===== src/rtl/flash_pkg.sv =====
// rtl/flash_pkg.sv - shared widths, FSM state encoding and pointer helper for flash_arb
package flash_pkg;

  localparam int FLASH_ADDR_W = 16;
  localparam int FLASH_DATA_W = 8;

  typedef enum logic [2:0] {
    ST_IDLE,
    ST_ISSUE,
    ST_START,
    ST_WAIT,
    ST_DONE
  } state_t;

  function automatic logic [2:0] wrap_inc(input logic [2:0] idx, input int n);
    if (int'(idx) + 1 >= n) return 3'd0;
    return idx + 3'd1;
  endfunction

endpackage


===== src/rtl/flash_arb_rr_arbiter.sv =====
// rtl/flash_arb_rr_arbiter.sv - combinational round-robin pick: first set request at or after ptr
module rr_arbiter #(
  parameter int NREQ = 2
) (
  input  logic [NREQ-1:0] i_req,
  input  logic [2:0]      i_ptr,
  output logic [2:0]      o_grant,
  output logic            o_valid
);

  logic [NREQ-1:0] w_rot;
  logic [3:0]      w_sum;

  // Rotating a doubled copy puts the ptr position at bit 0.
  assign w_rot = NREQ'({i_req, i_req} >> i_ptr);

  always_comb begin
    o_grant = 3'd0;
    o_valid = 1'b0;
    w_sum   = 4'd0;
    for (int i = NREQ - 1; i >= 0; i--) begin
      if (w_rot[i]) begin
        w_sum = {1'b0, i_ptr} + 4'(i);
        if (w_sum >= 4'(NREQ)) w_sum = w_sum - 4'(NREQ);
        o_grant = w_sum[2:0];
        o_valid = 1'b1;
      end
    end
  end

endmodule


===== src/rtl/flash_arb.sv =====
// rtl/flash_arb.sv - round-robin sequencer sharing one flash_ctl between NREQ requesters
// Optional watchdog: define FLASH_ARB_TMO_EN.
module flash_arb
  import flash_pkg::*;
#(
  parameter int NREQ    = 2,
  parameter int TMO_CYC = 4096
) (
  input  logic                           clk,
  input  logic                           reset_n,
  input  logic [NREQ-1:0]                req,
  input  logic [NREQ-1:0]                req_we,
  input  logic [NREQ*FLASH_ADDR_W-1:0]   req_addr,
  input  logic [NREQ*FLASH_DATA_W-1:0]   req_wdata,
  output logic [NREQ-1:0]                ack,
  output logic [FLASH_DATA_W-1:0]        rdata,
  output logic [2:0]                     owner,
  output logic                           err,
  output logic                           fc_read,
  output logic                           fc_write,
  output logic [FLASH_ADDR_W-1:0]        fc_addr,
  output logic [FLASH_DATA_W-1:0]        fc_din,
  input  logic                           fc_busy,
  input  logic [FLASH_DATA_W-1:0]        fc_dout
);

  state_t          r_state;
  logic [2:0]      r_ptr;
  logic            r_we;
  logic            r_err;
  logic            w_tmo_hit;
  logic [2:0]      w_grant;
  logic            w_valid;
  logic [NREQ-1:0] w_ack_vec;

  rr_arbiter #(.NREQ(NREQ)) u_rr (
    .i_req  (req),
    .i_ptr  (r_ptr),
    .o_grant(w_grant),
    .o_valid(w_valid)
  );

  assign w_ack_vec = NREQ'(1) << owner;
  assign err       = r_err;

`ifdef FLASH_ARB_TMO_EN
  logic [15:0] r_tmo;

  always_ff @(posedge clk or negedge reset_n) begin
    if (!reset_n) begin
      r_tmo <= '0;
    end else if (r_state == ST_ISSUE) begin
      r_tmo <= '0;
    end else if (r_state == ST_START || r_state == ST_WAIT) begin
      r_tmo <= r_tmo + 16'd1;
    end
  end

  assign w_tmo_hit = (r_state == ST_START || r_state == ST_WAIT) && (r_tmo == 16'(TMO_CYC - 1));
`else
  assign w_tmo_hit = 1'b0;
`endif

  always_ff @(posedge clk or negedge reset_n) begin
    if (!reset_n) begin
      r_state  <= ST_IDLE;
      r_ptr    <= 3'd0;
      r_we     <= 1'b0;
      r_err    <= 1'b0;
      ack      <= '0;
      rdata    <= '0;
      owner    <= 3'd0;
      fc_read  <= 1'b0;
      fc_write <= 1'b0;
      fc_addr  <= '0;
      fc_din   <= '0;
    end else begin
      ack      <= '0;
      fc_read  <= 1'b0;
      fc_write <= 1'b0;
      case (r_state)
        ST_IDLE: begin
          // A busy flash_ctl (including straight out of reset) blocks any new grant.
          if (w_valid && !fc_busy) begin
            owner    <= w_grant;
            r_we     <= req_we[w_grant +: 1];
            fc_write <= req_we[w_grant +: 1];
            fc_read  <= ~req_we[w_grant +: 1];
            fc_addr  <= req_addr[w_grant*FLASH_ADDR_W +: FLASH_ADDR_W];
            fc_din   <= req_wdata[w_grant*FLASH_DATA_W +: FLASH_DATA_W];
            r_state  <= ST_ISSUE;
          end
        end
        ST_ISSUE: r_state <= ST_START;
        ST_START, ST_WAIT: begin
          if (r_state == ST_WAIT && !fc_busy) begin
            ack     <= w_ack_vec;
            if (!r_we) rdata <= fc_dout;
            r_ptr   <= wrap_inc(owner, NREQ);
            r_state <= ST_DONE;
          end else if (w_tmo_hit) begin
            ack     <= w_ack_vec;
            rdata   <= 8'hFF;
            r_err   <= 1'b1;
            r_ptr   <= wrap_inc(owner, NREQ);
            r_state <= ST_DONE;
          end else if (r_state == ST_START && fc_busy) begin
            r_state <= ST_WAIT;
          end
        end
        ST_DONE: r_state <= ST_IDLE;
        default: r_state <= ST_IDLE;
      endcase
    end
  end

endmodule

===== config.mk =====
export PLATFORM = sky130hd
export DESIGN_NAME = flash_arb
export DESIGN_NICKNAME = d
export VERILOG_FILES = /design/src/rtl/flash_pkg.sv /design/src/rtl/flash_arb_rr_arbiter.sv /design/src/rtl/flash_arb.sv
export SDC_FILE = /design/constraint.sdc
export NUM_CORES = 1
export LEC_CHECK = 0
export ABC_AREA = 1
export BUFFER_PORTS_ARGS = -buffer_cell sky130_fd_sc_hd__buf_2
export CORE_MARGIN = 4
export CORE_UTILIZATION = 33
export DETAILED_ROUTE_END_ITERATION = 6
export PLACE_DENSITY = 0.62
export REMOVE_ABC_BUFFERS = 1
export SLEW_MARGIN = 20
export SYNTH_ARGS = -nofsm -noshare
export SYNTH_HDL_FRONTEND = slang
export SYNTH_SLANG_ARGS = --single-unit

===== constraint.sdc =====
create_clock -name clk -period 2.25 [get_ports clk]
set_input_delay 0.225 -clock clk [delete_from_list [all_inputs] [get_ports clk]]
set_output_delay 0.225 -clock clk [all_outputs]
set_load 0.05 [all_outputs]

==> flow_metrics.py <==
metrics = {
    "clock_tree": {
        "clock_path_buffers": 2,
        "numCtsBuffers": 5,
        "clkTransAtPathRegs_ns": 0.08,
        "cts_tree": "yes",
        "cts_post_setup_buffers_inserted": 0,
        "cts_resized": 0,
        "cts.sinks": 46,
        "root_buffer": "clkbuf_8",
        "h-tree-depth": 2,
        "worstSkewPairLatency_ns": 0.29,
    },
    "routing": {
        "totalWireLength_mm": 5.658,
        "drtIter0Drc": 70,
        "wl_per_cell_um": 11.48,
        "drc_errors": 0,
        "dr.pass1.iters": 4,
        "vias_per_cell": 4.288,
        "ant_nets": 0,
        "vias": 2114,
    },
    "timing": {
        "min_period_ns": 1.956,
        "fin_ws_ns": 0.2937,
        "tightest_slew_ns": 0.5707,
        "fmax_mhz": 511.2,
        "fin_crit_sh_pct": 86.95,
        "finalClockSkew_ns": 0.001319,
        "rsz0062_at_grt": "no",
        "slew_headroom_pct": 61.95,
        "setup_viol": 0,
        "drv_slew": 0,
        "finalSetupTns_ns": 0,
        "hold_viol_final": 0,
    },
    "die": {
        "design.core.area_um2": 6944,
        "die-area_um2": 8697,
        "row_count": 30,
        "chipHeight_um": 93.26,
        "die_w_um": 93.26,
        "start_util_pct": 34.54,
        "io_pins": 103,
    },
    "synth": {
        "synth_top_family_by_area": "simple AND/OR/NAND/NOR gates",
        "ys_warn_count": 0,
        "yosys.area_share.simple_pct": 36.36,
        "synth_xor_area_share_pct": 0.3652,
        "synth_seq_cells": 46,
        "synth.distinct_cells": 29,
        "syn-cell-area_um2": 2399,
        "synthCells": 296,
        "synth_edf_count": 0,
        "ys_seq_area_share_pct": 47.99,
        "synth-compound-area-share_pct": 2.191,
        "synthFlopType": "dfrtp_1",
        "synthMuxAreaShare_pct": 3.756,
        "synthAdderAreaFrac_pct": 2.087,
        "syn_avg_cell_area_um2": 8.103,
        "async_flop_share_pct": 100.0,
    },
    "setup_path": {
        "startpoint_type": "flip-flop",
        "path_delay_family": "simple AND/OR/NAND/NOR gates",
        "cpPeakStageDelay_ns": 0.47,
        "cpMostUsedCell": "nand2_1",
        "crit_type": "flip-flop to flip-flop",
        "cp-end-kind": "flip-flop",
        "crit_required_ns": 2.48,
        "arrival_ns": 2.19,
        "cp_max_fo": 24,
        "crit_buf_inv": 1,
        "path_cells": "ha_1 -> inv_1 -> nand2_1 -> nand2_1 -> nand2_1 -> nand2_1 -> nand2_1 -> nand2_1 -> nand2_1 -> nor2_8 -> nand2_1 -> nand2_1",
        "critPathSlowestCell": "dfrtp_1",
    },
    "outcome": {
        "outcome": "finished clean",
    },
    "grt": {
        "grt_overflow_total": 0,
        "grt_use_total_pct": 13.36,
        "grt_max_degree": 47,
        "antenna_found_initial": 0,
        "grt_pass1_vias": 2041,
        "grt_pass1_wl_mm": 9.259,
    },
    "place": {
        "gp_congestion": 0.7926,
        "placed_area_um2": 2947,
        "place_hpwl_mm": 4.394,
        "io_buffers": 101,
        "preCtsSetupSlack_ns": 0.2924,
    },
    "layout": {
        "diodes": 0,
        "nets": 464,
        "syn_to_final_growth_pct": 26.66,
        "drive_gt1_share_pct": 38.04,
        "fin_area_um2": 3038,
    },
    "power": {
        "p_per_area_nw_per_um2": 1369,
        "ir_drop_uv": 454.9,
        "leakagePower_uw": 0.001851,
        "power.total_uw": 4160,
    },
    "hold_path": {
        "min_path_type": "input pin to flip-flop",
    },
    "flow_run": {
        "drv_cap": 0,
    },
}
cells in the final DEF (no fill, tap or decap), drive strengths merged, types with 2 or more instances in the layout:
cell type / Yosys / layout
nand2: 176 / 176
buf: 6 / 104
dfrtp: 46 / 46
inv: 18 / 18
nor2: 10 / 10
mux2: 8 / 8
clkbuf: 5 / 5
nor3: 4 / 4
nand3: 4 / 4
ha: 4 / 4
or2: 4 / 4
o21ai: 3 / 3
clkinv: 0 / 2
where the power goes:
group	switching, uW	internal, uW
combinational	1730	609
clock	263	209
sequential	196	1150
total	2190	1970
repair_timing:
action                                  in CTS  in global routing
hold buffers                                 0                  1
endpoints found under the setup margin       0                  0
hold endpoints to repair                     0                 46
synthesized netlist by cell type, types with 2 or more instances:
library cell	count	area share, %
nand2_1	154	24
dfrtp_1	46	48
nand2_2	21	5.5
inv_1	16	2.5
mux2_2	8	3.8
nor2_1	7	1.1
clkbuf_1	5	0.78
ha_1	4	2.1
nand3_1	4	0.83
nor3_1	4	0.83
buf_6	3	1.4
o21ai_0	3	0.63
or2_2	3	0.78
buf_12	2	1.7
nor2_8	2	1.7
sequential cells by signal, indices dropped and copies added (netlist names):
name	cells
r_state	3
rdata	8
ack	2
r_we	1
r_ptr	3
fc_read	1
fc_din	8
fc_write	1
fc_addr	16
owner	3
logic make-up (layout without fill, tap and decap cells):
group | Yosys count | after routing
buffers and inverters | 29 | 130
AND/OR/NAND/NOR | 200 | 200
flip-flops | 46 | 46
other | 1 | 1
adder cells (fa/ha/maj) | 4 | 4
XOR/XNOR | 1 | 1
AO/OA/AOI/OAI | 7 | 7
multiplexers | 8 | 8
cell type report:
| class | instances | area (um^2) |
|---|---|---|
| Clock inverter | 2 | 10.01 |
| Tap cell | 96 | 120.1 |
| Sequential cell | 46 | 1151 |
| Clock buffer | 5 | 68.82 |
| Multi-Input combinational cell | 221 | 1077 |
| Fill cell | 720 | 3906 |
| Timing Repair Buffer | 105 | 540.5 |
| Inverter | 18 | 70.07 |
final timing paths:
kind                        startpoint           to  slack, ns  cells past startpoint
max reg2reg                   r_ptr[0]    fc_din[0]       0.29                     12
min                         fc_dout[0]     rdata[0]       0.16                      2
max in group asynchronous      reset_n  fc_addr[14]       1.39                      2
min in group asynchronous      reset_n   r_state[1]       0.47                      2
max                           r_ptr[0]    fc_din[0]       0.29                     12
min reg2reg                fc_addr[13]  fc_addr[13]       0.48                      2
metrics by stage:
stage               hold WS [ns]  std cells  util, %
floorplan               -0.07059        285        -
global placement          0.4511        485    42.43
detailed placement        0.4561        485    42.43
CTS                       0.1339        492    43.57
global route              0.1583        493    43.75
finish                    0.1637        493    43.75
layer usage:
metal	vias to the layer above	track usage (%)	share of wire [%]
met5	-	0	0
met1	931	16.41	44
li1	1098	-	-
met4	0	4.884	1.2
met2	78	22.87	48
met3	7	2.977	6.8
Power figures use the tool's default switching activity.
